`src/rtl/ledger_reader.sv`:
```
// ledger_reader: fetches one ledger word from the shared RAM and streams it
// out LSB chunk first over a valid/ready handshake.
//
// Ports:
//   clock, reset        system clock, asynchronous active-high reset
//   read_req            start pulse, sampled only while idle
//   access_sel          RAM region (0 = balances, 1 = hash chain), latched on accept
//   mem_busy            memory controller owns the RAM port this cycle
//   mem_result          RAM read data
//   rd_en               reader drives the RAM port (mux select + read request)
//   rd_access_type      latched access_sel presented to the RAM
//   byte_out, byte_idx  current chunk and its index
//   byte_valid          byte_out/byte_idx valid
//   byte_ready          consumer accepts the chunk
//   word_out            last captured word
//   busy                transaction in progress
//   done                one-cycle completion pulse
module ledger_reader #(
    parameter int unsigned WORD_WIDTH   = 48,
    parameter int unsigned BYTE_WIDTH   = 8,
    parameter int unsigned READ_LATENCY = 2   // 1..7
) (
    input  logic                  clock,
    input  logic                  reset,
    input  logic                  read_req,
    input  logic                  access_sel,
    input  logic                  mem_busy,
    input  logic [WORD_WIDTH-1:0] mem_result,
    output logic                  rd_en,
    output logic                  rd_access_type,
    output logic [BYTE_WIDTH-1:0] byte_out,
    output logic [2:0]            byte_idx,
    output logic                  byte_valid,
    input  logic                  byte_ready,
    output logic [WORD_WIDTH-1:0] word_out,
    output logic                  busy,
    output logic                  done
);

    localparam int unsigned NUM_BYTES = WORD_WIDTH / BYTE_WIDTH;
    localparam logic [2:0]  LAST_IDX  = 3'(NUM_BYTES - 1);
    localparam logic [2:0]  LAT_LAST  = 3'(READ_LATENCY - 1);

    typedef enum logic [2:0] {
        StIdle,
        StArb,
        StIssue,
        StSend,
        StDone
    } state_e;

    state_e                state_q;
    logic [2:0]            lat_cnt_q;
    logic [WORD_WIDTH-1:0] shift_q;

    // The low chunk of the shift register is always the chunk on offer; it is
    // all zeros outside SEND because the full word has been shifted out.
    assign byte_out = shift_q[BYTE_WIDTH-1:0];

    always_ff @(posedge clock or posedge reset) begin
        if (reset) begin
            state_q        <= StIdle;
            lat_cnt_q      <= '0;
            shift_q        <= '0;
            rd_en          <= 1'b0;
            rd_access_type <= 1'b0;
            byte_idx       <= '0;
            byte_valid     <= 1'b0;
            word_out       <= '0;
            busy           <= 1'b0;
            done           <= 1'b0;
        end else begin
            unique case (state_q)
                StIdle: begin
                    if (read_req) begin
                        rd_access_type <= access_sel;
                        busy           <= 1'b1;
                        state_q        <= StArb;
                    end
                end

                StArb: begin
                    if (!mem_busy) begin
                        lat_cnt_q <= '0;
                        rd_en     <= 1'b1;
                        state_q   <= StIssue;
                    end
                end

                StIssue: begin
                    if (mem_busy) begin
                        // Write path has priority: drop the read and re-arbitrate.
                        rd_en     <= 1'b0;
                        lat_cnt_q <= '0;
                        state_q   <= StArb;
                    end else if (lat_cnt_q == LAT_LAST) begin
                        // rd_en has now been high for READ_LATENCY cycles.
                        rd_en      <= 1'b0;
                        lat_cnt_q  <= '0;
                        shift_q    <= mem_result;
                        word_out   <= mem_result;
                        byte_idx   <= '0;
                        byte_valid <= 1'b1;
                        state_q    <= StSend;
                    end else begin
                        lat_cnt_q <= lat_cnt_q + 3'd1;
                    end
                end

                StSend: begin
                    if (byte_ready) begin
                        shift_q <= shift_q >> BYTE_WIDTH;
                        if (byte_idx == LAST_IDX) begin
                            byte_valid <= 1'b0;
                            byte_idx   <= '0;
                            done       <= 1'b1;
                            state_q    <= StDone;
                        end else begin
                            byte_idx <= byte_idx + 3'd1;
                        end
                    end
                end

                StDone: begin
                    done    <= 1'b0;
                    busy    <= 1'b0;
                    state_q <= StIdle;
                end

                default: state_q <= StIdle;
            endcase
        end
    end

endmodule
```
`config.mk`:
```
export PLATFORM = sky130hd
export DESIGN_NAME = ledger_reader
export DESIGN_NICKNAME = d
export VERILOG_FILES = /design/src/rtl/ledger_reader.sv
export SDC_FILE = /design/constraint.sdc
export NUM_CORES = 1
export LEC_CHECK = 0
export ABC_AREA = 1
export BUFFER_PORTS_ARGS = -buffer_cell sky130_fd_sc_hd__buf_2
export CORE_MARGIN = 1.5
export CORE_UTILIZATION = 34
export CTS_CLUSTER_SIZE = 20
export DETAILED_ROUTE_END_ITERATION = 6
export PLACE_DENSITY = 0.63
export SLEW_MARGIN = 20
export SYNTH_ARGS = -nofsm -noshare
export SYNTH_HDL_FRONTEND = slang
export SYNTH_SLANG_ARGS = --single-unit
```
`constraint.sdc`:
```
create_clock -name clock -period 4.1 [get_ports clock]
set_clock_uncertainty 0.15 [all_clocks]
set_input_delay 0.41 -clock clock [delete_from_list [all_inputs] [get_ports clock]]
set_output_delay 0.41 -clock clock [all_outputs]
set_load 0.05 [all_outputs]
```
# Yosys cells after proc, flatten, opt, wreduce, memory -nomap -nowiden
# Index checks and enable logic that the tools add are counted.
dict set report classes {
  n_addsub 2
  eq_ne 13
  mux 34
  bitwise 1
  n_reduce_logical 14
}
# cell n
set op_table {}
lappend op_table {{$mux W48} 3}
lappend op_table {{$pmux W48 S2} 1}
lappend op_table {{$mux W3} 13}
lappend op_table {{$ne A2 B2 Y1 const B} 6}
lappend op_table {{$pmux W3 S2} 2}
lappend op_table {{$pmux W3 S4} 1}
lappend op_table {{$mux W1} 10}
lappend op_table {{$reduce_and A5 Y1} 2}
lappend op_table {{$reduce_and A3 Y1} 3}
lappend op_table {{$pmux W1 S2} 4}
lappend op_table {{$reduce_bool A2 Y1} 4}
lappend op_table {{$add A3 B1 Y3 const B} 2}
lappend op_table {{$eq A3 B1 Y1 const B} 2}
lappend op_table {{$eq A3 B2 Y1 const B} 2}
lappend op_table {{$eq A3 B3 Y1 const B} 2}
lappend op_table {{$reduce_and A2 Y1} 3}
lappend op_table {{$reduce_and A4 Y1} 1}
lappend op_table {{$logic_not A3 Y1} 1}
lappend op_table {{$ne A3 B3 Y1 const B} 1}
lappend op_table {{$not A1 Y1} 1}
dict set report word_totals {
  regBits 110
  inputBits 54
  out_inout_bits 64
  word_cells 74
}

# Depth between registers and ports, before layout
dict set report depth {
  word_depth 4
  ltp_mapped 10
  mapped_depth_nobuf 8
}

# Least setup slack after synthesis
# Ideal clock, no wire load.
dict set report synth_timing {
  path_kind {reg-to-reg}
  startpoint {register state_q[2]}
  endpoint {register shift_q[1]}
  setup_time_ns 0.117
  arrival_time_ns 1.466
  required_time_ns 3.833
  setup_slack_ns 2.367
  path_stages_with_launch 9
  path_buffers 2
  period_less_slack_ns 1.733
  cell_sequence {dfrtp_1 -> nor2_2 -> nand2_2 -> o21ai_4 -> nand2_2 -> buf_6 -> buf_6 -> nand2_1 -> o21ai_2}
}
dict set report synth_via {
  elab_chain_cells 3
  word_cells_on_any_way 8
  cone_classes {eq/ne: 5; mux: 1; reduce/logical: 2}
}
# element line_no
set synth_rtl {}
lappend synth_rtl {{start: declaration} 52} ;# state_e state_q;
lappend synth_rtl {{start signal: assignment} 62} ;# state_q <= StIdle;
lappend synth_rtl {{start signal: assignment} 78} ;# state_q <= StArb;
lappend synth_rtl {{start signal: assignment} 86} ;# state_q <= StIssue;
lappend synth_rtl {{$eq A3 B2 Y1} 73} ;# unique case (state_q)
lappend synth_rtl {{$ne A2 B2 Y1 (no line) / $reduce_bool A2 Y1 (equally long branches)} --}
lappend synth_rtl {{$reduce_and A4 Y1 (no line)} --}
lappend synth_rtl {{end signal: assignment} 100} ;# shift_q <= mem_result;
lappend synth_rtl {{end signal: assignment} 112} ;# shift_q <= shift_q >> BYTE_WIDTH;
lappend synth_rtl {{end: declaration} 54} ;# logic [WORD_WIDTH-1:0] shift_q;
# Parallel ways exist; a longest one is shown, timed or not.
# A chain may end at the register's enable or synchronous reset.

# Worst setup path in the final report
dict set report layout_timing {
  startpoint {register state_q[0]}
  endpoint {register word_out[19]}
}
dict set report layout_via {
  elab_chain_cells 2
}
# element line_no
set layout_rtl {}
lappend layout_rtl {{$eq A3 B2 Y1} 73}
lappend layout_rtl {{$reduce_and A3 Y1 (no line)} --}
lappend layout_rtl {{end signal: assignment} 101} ;# word_out <= mem_result;
lappend layout_rtl {{end: declaration} 35} ;# output logic [WORD_WIDTH-1:0] word_out,
# No other way between the ends.

==> flow_metrics.env <==
export IMPL_setup_tns_ns=0
export IMPL_nets=725
export IMPL_synth_cell_types=26
export IMPL_yosys_area_share_adder=0
export IMPL_pwr_share_comb=0.466
export IMPL_dieArea_um2=15480
export IMPL_syn_area_per_cell_um2=8.687
export IMPL_gr_usage_all_layers=0.1577
export IMPL_port_buffers=117
export IMPL_drive_gt1_frac=0.2470
export IMPL_synthSimpleGateAreaFrac=0.2154
export IMPL_synth_compound_area_frac=0.1455
export IMPL_synthesis_nets=631
export IMPL_cp_start_kind="flip-flop"
export IMPL_clkSinkCount=110
export IMPL_grt_overflow=0
export IMPL_drtIter0Drc=280
export IMPL_rows=44
export IMPL_path_max_fanout=49
export IMPL_cts_resized=0
export IMPL_hp_class="primary input to async pin"
export IMPL_p_leak_nw=3.174
export IMPL_slew_violations=0
export IMPL_seq_area_frac_synth=0.5492
export IMPL_syn2layout_area_growth_pct=19.07
export IMPL_syn_inst=577
export IMPL_power_density_nw_per_um2=890.8
export IMPL_fin_util=0.4122
export IMPL_insertion_delay_ns=0.36
export IMPL_final_min_clock_period_ns=2.631
export IMPL_die_h_um=124.4
export IMPL_synth_mux_area_frac=0.002247
export IMPL_crit_arrival_ns=2.71
export IMPL_hold_worst_slack_ns=0.01477
export IMPL_maxSlewHeadroom=0.3096
export IMPL_vdd_drop_max_mv=0.3907
export IMPL_drtPass1Iterations=4
export IMPL_synth_xor_area_share=0.003495
export IMPL_maxCapViolCount=0
export IMPL_post_cts_buffers=0
export IMPL_end_kind="flip-flop"
export IMPL_fmax_mhz=380.1
export IMPL_r2r_slack_ns=1.47
export IMPL_antenna_found_initial=0
export IMPL_synth_top_family_by_area="simple AND/OR/NAND/NOR gates"
export IMPL_wl_per_cell_um=13.52
export IMPL_power_switching_w=0.002525
export IMPL_hold_violations=0
export IMPL_p_seq_frac=0.347
export IMPL_setup_viol_count_final=0
export IMPL_vias=3926
export IMPL_io_pins=118
export IMPL_crit_type="flip-flop to flip-flop"
export IMPL_tritoncts="built"
export IMPL_reg2regPathDepth=7
export IMPL_n_antenna_cell=0
export IMPL_reg2reg_from="state_q[0]"
export IMPL_grt_max_degree=94
export IMPL_core_um2=14480
export IMPL_rsz0062_at_grt="false"
export IMPL_setup_ws_ns=1.469
export IMPL_synth_warnings=0
export IMPL_fin_total_pwr_w=0.005316
export IMPL_p_clk_frac=0.187
export IMPL_wl_um=11630
export IMPL_post_place_ws_ns=1.447
export IMPL_n_fill_cell=1497
export IMPL_postRouteAntennaNets=0
export IMPL_routed_via_density=4.565
export IMPL_drc=0
export IMPL_swShare=0.4749
export IMPL_grt_pass1_wl_um=19510
export IMPL_htree_levels=3
export IMPL_synth_area_um2=5012
export IMPL_required_ns=4.18
export IMPL_postCtsHoldBufs=0
export IMPL_clock_path_buffers=2
export IMPL_root_buffer="clkbuf_16"
export IMPL_die_w_um=124.4
export IMPL_clkTransAtPathRegs_ns=0.07
export IMPL_initial_core_util=0.3462
export IMPL_worst_pin_slew_ns=1.036
export IMPL_p_int_w=0.002792
export IMPL_ys_ff_latch=110
export IMPL_cts_made_buffers=9
export IMPL_routabilityCongestion=0.8170
export IMPL_grt_pass1_vias=3818
export IMPL_r2r_end="word_out[19]"
export IMPL_dp_hpwl_um=8148
export IMPL_outcome="finished clean"
export IMPL_period_share=0.6417
## flip-flops by register name, summed over array words and instances, names as in the netlist
signal          cells
busy                1
shift_q            48
done                1
rd_access_type      1
rd_en               1
byte_idx            3
byte_valid          1
lat_cnt_q           3
word_out           48
state_q             3
## layout by cell type (no fill, tap or decap), drive strengths merged
cell type and count:
inv 49, nor2 7, buf 121, o21ai 78, clkbuf 10, dfrtp 110, xnor2 1, nand3b 1
nor3 1, nand2 214, o21a 32, mux2 1, bufinv 3, o22ai 2, nand4 4, nand3 38
clkinv 3, xor2 1
## metal layers
layer  track usage  routed length [um]  part of all wire  vias up
met4       0.03854                  75            0.0065        0
li1              -                   -                 -     2022
met2        0.2463                5349              0.46       94
met5             0                   0                 0        -
met1        0.2128                5656              0.49     1806
met3       0.05112                 544             0.047        4
## per-stage QoR
stage | instance area [um2] | std cells
floorplan | 5012 | 577
global placement | 5630 | 844
detailed placement | 5630 | 844
CTS | 5968 | 860
global route | 5968 | 860
finish | 5968 | 860
## cell type report
class / count / area (um2) / area share
clock buffer: 10 / 229.0 / 0.03836
clock inverter: 6 / 108.9 / 0.01824
inverter: 49 / 186.4 / 0.03124
multi-input combinational: 380 / 1846 / 0.3092
sequential: 110 / 2753 / 0.4612
tap: 184 / 230.2 / 0.03857
timing repair buffer: 121 / 615.6 / 0.1031
## worst max-delay path by stage
| stage | startpoint | endpoint | depth (start not counted) |
|---|---|---|---|
| global route | state_q[0] | word_out[19] | 7 |
| global placement | state_q[0] | word_out[12] | 7 |
| floorplan | reset | busy | 1 |
| finish | state_q[0] | word_out[19] | 7 |
| CTS | state_q[0] | word_out[19] | 7 |
| detailed placement | state_q[0] | word_out[19] | 7 |
## Yosys cell counts
master	instances	share of area
nand2_1	212	0.16
dfrtp_1	110	0.55
inv_1	46	0.034
nand3_1	38	0.038
o21ai_0	36	0.036
o21a_1	32	0.048
o21ai_1	21	0.021
o21ai_2	20	0.035
clkbuf_1	18	0.013
buf_4	8	0.012
buf_6	8	0.018
buf_2	4	0.0040
nand4_1	4	0.0050
nor2_1	4	0.0030
inv_2	2	0.0015
nand2_2	2	0.0025
nor2_4	2	0.0045
o22ai_1	2	0.0025
clkinv_1	1	0.00075
mux2_2	1	0.0022
nand3b_1	1	0.0015
nor2_2	1	0.0012
nor3_1	1	0.0010
o21ai_4	1	0.0032
xnor2_1	1	0.0017
xor2_1	1	0.0017
## critical path, cell delays in order, from the launching register on
cell and delay [ns]:
dfrtp_1 0.45, nor2_2 0.22, nand2_2 0.16, nor2_4 0.36, nand2_2 0.53, buf_4 0.44
nand2_1 0.09, o21ai_0 0.08
## power groups by stage
stage	Clock [W]	Sequential, W	Combinational, W
final	0.000992	0.00185	0.00248
after global routing	0.00107	0.00192	0.00271
after CTS	0.00103	0.00185	0.00251
after detailed placement	0	0.00186	0.00250
after global placement	0	0.00187	0.00247
after floorplan	0	0.00269	0.00122
## cell families (layout without fill, tap and decap cells)
kind of cell    Yosys count  in the layout
simple gates            265            265
compound gates          112            112
xor+xnor                  2              2
mux                       1              1
flops                   110            110
buf+inv                  87            186
(Power assumes the default switching activity.)
